$ cat config.mk
export PLATFORM = sky130hd
export DESIGN_NAME = multdiv_sequencer
export DESIGN_NICKNAME = d
export VERILOG_FILES = /design/src/rtl/multdiv_pkg.sv /design/src/rtl/multdiv_iter_counter.sv /design/src/rtl/multdiv_sequencer.sv
export SDC_FILE = /design/constraint.sdc
export NUM_CORES = 1
export LEC_CHECK = 0
export CAP_MARGIN = 20
export CORE_MARGIN = 4
export CORE_UTILIZATION = 51
export CTS_BUF_LIST = sky130_fd_sc_hd__clkbuf_4 sky130_fd_sc_hd__clkbuf_8
export DETAILED_ROUTE_END_ITERATION = 7
export GPL_TIMING_DRIVEN = 0
export HOLD_SLACK_MARGIN = 0.03
export PLACE_DENSITY = 0.81
export SYNTH_ARGS = -nofsm -noshare
export SYNTH_HDL_FRONTEND = slang
export SYNTH_HIERARCHICAL = 1
export SYNTH_SLANG_ARGS = --single-unit
$ cat constraint.sdc
create_clock -name clk -period 2.4 [get_ports clk]
set_input_delay 0.48 -clock clk [delete_from_list [all_inputs] [get_ports clk]]
set_output_delay 0.48 -clock clk [all_outputs]
set_load 0.02 [all_outputs]
$ cat src/rtl/multdiv_pkg.sv
// Shared definitions for the multiply/divide sequencer: FSM state encoding
// and default schedule parameters.
package multdiv_pkg;

    typedef enum logic [1:0] {
        IDLE   = 2'd0,
        LOAD   = 2'd1,
        RUN    = 2'd2,
        FINISH = 2'd3
    } state_t;

    localparam int STEPS_DEFAULT = 32;
    localparam int CNT_W_DEFAULT = 6;

endpackage

$ cat src/rtl/multdiv_iter_counter.sv
// Iteration counter for the RUN phase of the multiply/divide sequencer.
// Ports:
//   clk, reset  rising-edge clock, asynchronous active-high reset
//   clr         force count to 0 (priority over en)
//   en          advance count by one
//   count       current iteration index
//   last        count == STEPS-1
module iter_counter
    import multdiv_pkg::*;
#(
    parameter int STEPS = STEPS_DEFAULT,
    parameter int CNT_W = CNT_W_DEFAULT
) (
    input  logic             clk,
    input  logic             reset,
    input  logic             clr,
    input  logic             en,
    output logic [CNT_W-1:0] count,
    output logic             last
);

    localparam logic [CNT_W-1:0] LAST_VAL = CNT_W'(STEPS - 1);

    // Saturates at LAST_VAL so the index never wraps even if en lingers.
    always_ff @(posedge clk or posedge reset) begin
        if (reset) begin
            count <= '0;
        end else if (clr) begin
            count <= '0;
        end else if (en && !last) begin
            count <= count + CNT_W'(1);
        end
    end

    assign last = (count == LAST_VAL);

endmodule

$ cat src/rtl/multdiv_sequencer.sv
// Control sequencer for the iterative multiply/divide datapath.
// Takes start pulses from decode, drives operand load and per-iteration step
// enables for a fixed STEPS-cycle schedule, and reports result-ready plus
// exception (divide-by-zero or multiply overflow). All outputs are flops.
// Ports:
//   clk, reset     rising-edge clock, asynchronous active-high reset
//   ctrl_mult      start multiply (wins over ctrl_div)
//   ctrl_div       start divide
//   divisor_zero   operand B == 0, sampled with the start pulse
//   ovf_in         multiply overflow, sampled at the end of the last RUN cycle
//   load_operands  datapath loads operands this cycle
//   step_en        datapath performs one iteration this cycle
//   first_step     with step_en on iteration 0
//   step_count     current iteration index
//   op_is_div      current/last operation is a divide
//   busy           LOAD or RUN
//   result_rdy     one-cycle result-valid pulse
//   exception      qualifies result_rdy
module multdiv_sequencer
    import multdiv_pkg::*;
#(
    parameter int WIDTH = 32,
    parameter int STEPS = STEPS_DEFAULT,
    parameter int CNT_W = CNT_W_DEFAULT
) (
    input  logic             clk,
    input  logic             reset,
    input  logic             ctrl_mult,
    input  logic             ctrl_div,
    input  logic             divisor_zero,
    input  logic             ovf_in,
    output logic             load_operands,
    output logic             step_en,
    output logic             first_step,
    output logic [CNT_W-1:0] step_count,
    output logic             op_is_div,
    output logic             busy,
    output logic             result_rdy,
    output logic             exception
);

    if (WIDTH < 1 || STEPS < 1 || STEPS > 63 || (STEPS - 1) >= (1 << CNT_W)) begin : g_bad_cfg
        $error("multdiv_sequencer: illegal WIDTH/STEPS/CNT_W combination");
    end

    state_t state, state_nx;
    logic   div0, div0_nx;
    logic   ovf, ovf_nx;
    logic   op_div_nx;
    logic   cnt_clr, cnt_en, cnt_last;
    logic   start;

    iter_counter #(
        .STEPS (STEPS),
        .CNT_W (CNT_W)
    ) u_iter_counter (
        .clk   (clk),
        .reset (reset),
        .clr   (cnt_clr),
        .en    (cnt_en),
        .count (step_count),
        .last  (cnt_last)
    );

    assign start = ctrl_mult | ctrl_div;

    always_comb begin
        state_nx  = state;
        div0_nx   = div0;
        ovf_nx    = ovf;
        op_div_nx = op_is_div;
        cnt_clr   = 1'b0;
        cnt_en    = 1'b0;
        if (start) begin
            // A start in any state restarts; an in-flight result is dropped.
            state_nx  = LOAD;
            op_div_nx = ctrl_div & ~ctrl_mult;
            div0_nx   = ctrl_div & ~ctrl_mult & divisor_zero;
            ovf_nx    = 1'b0;
            cnt_clr   = 1'b1;
        end else begin
            case (state)
                IDLE: state_nx = IDLE;
                LOAD: begin
                    cnt_clr  = 1'b1;
                    state_nx = div0 ? FINISH : RUN;
                end
                RUN: begin
                    if (cnt_last) begin
                        ovf_nx   = ovf_in & ~op_is_div;
                        state_nx = FINISH;
                    end else begin
                        cnt_en = 1'b1;
                    end
                end
                FINISH:  state_nx = IDLE;
                default: state_nx = IDLE;
            endcase
        end
    end

    // Outputs are decoded from the next state and registered alongside it.
    always_ff @(posedge clk or posedge reset) begin
        if (reset) begin
            state         <= IDLE;
            div0          <= 1'b0;
            ovf           <= 1'b0;
            op_is_div     <= 1'b0;
            load_operands <= 1'b0;
            step_en       <= 1'b0;
            first_step    <= 1'b0;
            busy          <= 1'b0;
            result_rdy    <= 1'b0;
            exception     <= 1'b0;
        end else begin
            state         <= state_nx;
            div0          <= div0_nx;
            ovf           <= ovf_nx;
            op_is_div     <= op_div_nx;
            load_operands <= (state_nx == LOAD);
            step_en       <= (state_nx == RUN);
            first_step    <= (state == LOAD) && (state_nx == RUN);
            busy          <= (state_nx == LOAD) || (state_nx == RUN);
            result_rdy    <= (state_nx == FINISH);
            exception     <= (state_nx == FINISH) && (div0_nx || ovf_nx);
        end
    end

endmodule

==> metrics.cfg, run 1 <==
[sta]
rsz0062_at_grt=no
hold_violations=0
fmax_mhz=446
max_slew_margin_pct=73.5
period_share_pct=93.5
worstMarginPinSlew_ns=0.397
slew_violations=0
fin_crit_ns=2.24
setup_tns_ns=0
skew_ns=0.00351
setup_viol_count_final=0

[synthesis]
synth_mux_area_share_pct=2.36
yosys.area_share.simple_pct=19.6
synth_fp_nets=89
synth-adder-area-share_pct=8.85
async_flop_share_pct=100
synth_compound_area_share_pct=13.3
netlist_area_um2=848
yosys_warnings=6
synth_top_family_by_area=simple AND/OR/NAND/NOR gates
synth_area_leaders=dfrtp_1 (50%), ha_1 (8.8%), inv_1 (4.0%)
synth-edff-count=0
yosysTopAreaCellShare_pct=50.1
yosysSeqAreaShare_pct=50.1
synth_top_cell_by_area=dfrtp_1
ys_types=31
synth_ff_type=dfrtp_1
synth_seq_cells=17
synth_area_per_cell_um2=11.0
synthXorXnorAreaFrac_pct=0
synthCells=77

[floorplanning]
core-area_um2=1540
ios=19
die_h_um=48.8
die_w_um=48.8
initial_core_util_pct=55.0
num_rows=14
design.die.area_um2=2380

[clock_network]
clk_latency_ns=0.28
ctsHoldBuffers=0
cts_sinks=17
root_buffer=clkbuf_4
cts_htree_levels=1
clkTransAtPathRegs_ns=0.09
max-clock-path-buffers=2
cts_tree=done
cts_made_buffers=3

[layout]
final_common_cell=clkdlybuf4s50_1
fillers=124
antenna_cells=0
drive_gt1_share_pct=16.0
utilization_pct=71.0
syn2layout_area_growth_pct=29.1
layout_common_cells=clkdlybuf4s50_1 (18), dfrtp_1 (15), inv_1 (9), ha_1 (6), nor2_1 (5)
finalInstanceArea_um2=1090
finalNetCount=113

[detailed_routing]
drt-met1-wl_um=682
drc=0
drt_iter0_drc=8
met2_wirelength_um=795
ant_nets=0
vias=644
highest_layer=met4
drt-total-wl_um=1560
vias_per_cell=5.55
drt_first_pass_iters=3
wl_per_cell_um=13.5
route.met3.wl_um=74

[power]
powerDensity_nw_per_um2=466
peakVddDrop_mv=0.393
leakage_nw=0.493

[global_routing]
grt_pass1_wl_um=2810
antenna_found_initial=0
first_global_vias=643
grt_max_degree=12
global_route.usage.total_pct=14.7
overflow=0

[place]
hpwl_um=1200
io_buffers=18
gp_congestion=0.783
postPlaceCellArea_um2=1050

[setup_path]
critical_path_class=reg2reg
cp_max_fo=6
startpoint_type=flip-flop
required_ns=2.61
cp-end-kind=flip-flop
cp.arrival_ns=2.45

[flow_run]
drv_cap=0

[status]
status=finished, final reports clean

[worst_hold_path]
min_path_type=in2async

## path summary, 6_finish.rpt
check                                         from                       to  slack [ns]  cells after the start
setup / recovery           u_iter_counter/count[0]  u_iter_counter/count[5]        0.16                      8
hold / removal                               reset  u_iter_counter/count[5]        0.44                      2
setup reg to reg           u_iter_counter/count[0]  u_iter_counter/count[5]        0.16                      8
hold reg to reg                          op_is_div                op_is_div        0.53                      2
max in group asynchronous                    reset                exception        1.61                      2
min in group clk                         op_is_div                op_is_div        0.53                      2
## critical path, stage by stage, from the launching register on
cell     delay, ns
dfrtp_2       0.46
ha_1          0.27
nand2_2       0.14
nor2_1        0.11
nor4b_2       0.29
buf_6         0.16
nand4_4       0.11
or4b_1        0.48
a21oi_1       0.16
## power breakdown
part           internal (mW)  switching [mW]  leakage, nW
Combinational         0.0289          0.0356        0.255
Clock                 0.0618          0.0836       0.0177
Sequential             0.296         0.00414        0.220
Total                  0.387           0.123        0.493
## what timing repair did
| action | in CTS | in global routing |
|---|---|---|
| endpoints found under the setup margin | 1 | 1 |
| pin swaps | 0 | 1 |
| resized for setup | 2 | 2 |
| buffers inserted | 0 | 1 |
## per-stage QoR
| stage | hold WS, ns | std cells | power, mW | worst slack (ns) |
|---|---|---|---|---|
| floorplan | 0.271 | 77 | 0.338 | 0.0767 |
| global placement | 0.506 | 111 | 0.370 | -0.0220 |
| detailed placement | 0.510 | 111 | 0.371 | -0.118 |
| finish | 0.445 | 116 | 0.510 | 0.157 |
| global route | 0.456 | 116 | 0.538 | 0.00315 |
| CTS | 0.439 | 115 | 0.520 | 0.0178 |
## kinds of logic after synthesis
group                    Yosys count
adder cells (fa/ha/maj)            6
multiplexers                       2
buffers and inverters             11
AO/OA/AOI/OAI                     15
AND/OR/NAND/NOR                   26
flip-flops                        17
## sequential cells by signal (all words and copies together) (netlist names)
name,cells
op_is_div,1
first_step,1
ovf,1
exception,1
load_operands,1
step_en,1
div0,1
result_rdy,1
u_iter_counter/count,6
state,2
busy,1
## synth_stat cells, types with 2 or more instances
library cell and n:
nor2_1 5, o311ai_0 2, nand2_1 5, o21a_1 2
ha_1 6, nand4_1 2, inv_1 9, o21ai_0 2
nor3b_1 2, dfrtp_1 17, a21oi_1 3, mux2i_1 2
or3_1 2
## final cells by class
| cell class | instances | area (um2) | area share (%) |
|---|---|---|---|
| Buffer | 2 | 15.0 | 1.37 |
| Multi-Input combinational cell | 49 | 383 | 35.0 |
| Inverter | 9 | 33.8 | 3.09 |
| Tap cell | 16 | 20.0 | 1.83 |
| Sequential cell | 17 | 428 | 39.1 |
| Clock inverter | 1 | 5.00 | 0.457 |
| Timing Repair Buffer | 19 | 188 | 17.1 |
| Clock buffer | 3 | 22.5 | 2.06 |
## per-layer routing
metal	track usage [%]	vias to the layer above
met4	8.07	0
li1	-	319
met2	25.0	15
met1	17.6	308
met3	2.14	2
met5	0	-
(Power assumes the default switching activity.)
==> inputs of run 2 (changes only) <==
--- a/config.mk
+++ b/config.mk
@@ -12,7 +12,8 @@
 export DETAILED_ROUTE_END_ITERATION = 7
 export GPL_TIMING_DRIVEN = 0
 export HOLD_SLACK_MARGIN = 0.03
-export PLACE_DENSITY = 0.81
+export PLACE_DENSITY = 0.88
+export REMOVE_ABC_BUFFERS = 1
 export SYNTH_ARGS = -nofsm -noshare
 export SYNTH_HDL_FRONTEND = slang
 export SYNTH_HIERARCHICAL = 1
==> run 2 against run 1 <==
Wire length up 4.0%. Clock-buffer cell count unchanged. Worst hold slack worse by 0.021 ns. Maximum frequency about the same. Sequential share of layout area up 0.18 points. Cell count down 1.7%. Non-clock buffer count down 2. Die area unchanged. Critical path type unchanged.
==> metrics.cfg, run 2 (same netlist as run 1, synthesis figures left out) <==
[setup_path]
cp-end-kind=flip-flop
rrSetupSlack_ns=0.16  ; about the same
critical_path_class=reg2reg
cp-endpoint=u_iter_counter/count[5]
path_cells=ha_1, nand2_1, nor2_1, nor4b_4, nand4_4, or4b_1, a21oi_1
r2r_cells=7  ; -1
required_ns=2.62  ; about the same
r2r-start=u_iter_counter/count[0]
cpPeakStageDelay_ns=0.49  ; about the same
crit_start=u_iter_counter/count[0]
startpoint_type=flip-flop
cp.arrival_ns=2.47  ; +0.02 ns
slowest_stage=or4b_1
rr_endpoint=u_iter_counter/count[5]
cp_max_fo=6  ; unchanged

[global_routing]
grt_util_met2_pct=26.1  ; +1.1 points
overflow=0  ; unchanged
use_met1_pct=17.7  ; +0.10 points
met3_usage_pct=3.06  ; +0.92 points
first_global_vias=642  ; -0.16%
antenna_found_initial=0  ; unchanged
grt_pass1_wl_um=2830  ; +0.75%
grt_busiest_layer=met2
grt_max_degree=12  ; unchanged
global_route.usage.total_pct=14.7  ; -0.036 points

[power]
sw_frac_of_total_pct=25.1  ; +0.91 points
leakage_nw=0.488  ; -0.93%
p_int_uw=387  ; about the same
share_comb_of_total_power_pct=12.6  ; about the same
p_seq_share_pct=58.2  ; -0.7 points
power.share.clock_pct=29.2  ; +0.7 points
switchingPower_uw=130  ; +5.0%
peakVddDrop_mv=0.466  ; +18%
powerDensity_nw_per_um2=477  ; +2.3%

[sta]
max_slew_margin_pct=73.6  ; +0.16 points
hold_violations=0  ; unchanged
slew_violations=0  ; unchanged
fin_crit_ns=2.24  ; +0.000726 ns
fin_hold_ws_ns=0.424  ; -0.0205 ns
setup_tns_ns=0  ; unchanged
worstMarginPinSlew_ns=0.394  ; -0.00337 ns
period_share_pct=93.5  ; about the same
fmax_mhz=446  ; about the same
skew_ns=0.00866  ; +0.00515 ns
rsz0062_at_grt=no
setup_viol_count_final=0  ; unchanged

[clock_network]
clk_latency_ns=0.29  ; about the same
cts_sinks=17  ; unchanged
root_buffer=clkbuf_4
cts_made_buffers=3  ; unchanged
clkTransAtPathRegs_ns=0.10  ; about the same
cts_htree_levels=1  ; unchanged
cts_tree=done
max-clock-path-buffers=2  ; unchanged
ctsHoldBuffers=0  ; unchanged

[layout]
layout_common_cells=clkdlybuf4s50_1 (18), dfrtp_1 (17), inv_1 (9), ha_1 (6)
antenna_cells=0  ; unchanged
regArea_um2=425  ; -0.58%
multi_input_area_um2=389  ; +1.6%
final_common_cell=clkdlybuf4s50_1
drive_gt1_share_pct=12.2  ; -3.8 points
fillers=119  ; -4.0%
largest_register_ffs=6  ; unchanged
finalNetCount=111  ; -1.8%
utilization_pct=70.3  ; -0.73 points
syn2layout_area_growth_pct=27.7
finalInstanceArea_um2=1080  ; -1.0%
largest_register=u_iter_counter/count
largest_registers=u_iter_counter/count (6), state (2)

[flow_run]
drv_cap=0  ; unchanged

[status]
status=finished, final reports clean

[detailed_routing]
ant_nets=0  ; unchanged
wl_per_cell_um=14.3  ; +5.8%
drt_iter0_drc=15  ; +7
drt_first_pass_iters=4  ; +1
vias=647  ; +0.47%
drt-total-wl_um=1630  ; +4.0%
vias_per_cell=5.68  ; +2.2%
drc=0  ; unchanged

[floorplanning]
core-area_um2=1540  ; unchanged
design.die.area_um2=2380  ; unchanged
ios=19  ; unchanged
die_h_um=48.8  ; unchanged
die_w_um=48.8  ; unchanged
num_rows=14  ; unchanged
initial_core_util_pct=55.0  ; unchanged

[place]
gp_congestion=0.744  ; -5.0%
io_buffers=18  ; unchanged
postPlaceCellArea_um2=1040  ; -0.84%
hpwl_um=1260  ; +4.6%

[worst_hold_path]
min_path_type=in2async

run 2: cell types whose count changed in the layout (fill, tap and decap cells not counted), sizes merged:
cell | before | now
clkbuf | 4 | 3
buf | 2 | 1
run 2: per-layer routing:
layer | up-vias | part of all wire (%)
met5 | - | 0
met4 | 0 | 0.92
met3 | 2 | 5.2
met2 | 14 | 50
met1 | 315 | 43
li1 | 316 | -
run 2: worst min-delay path by stage:
stage / startpoint / end / slack (ns) / depth (start not counted)
after global placement: op_is_div / op_is_div / 0.49 / 2
after floorplan: reset / u_iter_counter/count[0] / 0.27 / 1
after detailed placement: op_is_div / op_is_div / 0.51 / 2
final: reset / u_iter_counter/count[5] / 0.42 / 2
after global routing: reset / u_iter_counter/count[3] / 0.44 / 2
after CTS: reset / u_iter_counter/count[5] / 0.43 / 2
run 2: critical path, delay by kind of cell (launching register included):
family	cells	cell delay (ns)
adders and majority gates	1	0.27
and+or+nand+nor	5	1.30
DFF	1	0.46
AOI/OAI and AO/OA	1	0.15
run 2: what timing repair did:
item                                    4_1_cts  5_1_grt
endpoints found under the setup margin        6        0
setup buffers                                 1        0
resized for setup                             1        0
run 2: final cells by class:
class	instances	share of cell area, %
Multi-Input combinational cell	49	35.9
Sequential cell	17	39.3
Tap cell	16	1.85
Clock inverter	1	0.462
Timing Repair Buffer	19	17.3
Clock buffer	3	2.08
Inverter	9	3.12
run 2: through the flow:
| step | cells | setup slack (ns) | power [mW] |
|---|---|---|---|
| floorplan | 75 | -0.558 | 0.338 |
| global placement | 109 | -0.862 | 0.369 |
| detailed placement | 109 | -0.388 | 0.371 |
| CTS | 114 | 0.172 | 0.521 |
| global route | 114 | 0.0248 | 0.544 |
| finish | 114 | 0.156 | 0.517 |
run 2: power groups by stage:
stage | Sequential, mW | Clock (mW) | Combinational [mW]
floorplan | 0.315 | 0 | 0.0227
global placement | 0.306 | 0 | 0.0630
detailed placement | 0.306 | 0 | 0.0644
CTS | 0.301 | 0.154 | 0.0659
global route | 0.302 | 0.170 | 0.0717
finish | 0.301 | 0.151 | 0.0652
==> inputs of run 3 (changes only) <==
--- a/config.mk
+++ b/config.mk
@@ -9,6 +9,7 @@
 export CORE_MARGIN = 4
 export CORE_UTILIZATION = 51
 export CTS_BUF_LIST = sky130_fd_sc_hd__clkbuf_4 sky130_fd_sc_hd__clkbuf_8
+export CTS_CLUSTER_SIZE = 20
 export DETAILED_ROUTE_END_ITERATION = 7
 export GPL_TIMING_DRIVEN = 0
 export HOLD_SLACK_MARGIN = 0.03
==> results of run 3 <==
Same layout as run 2: the final DEF is identical, and so are final timing and power.
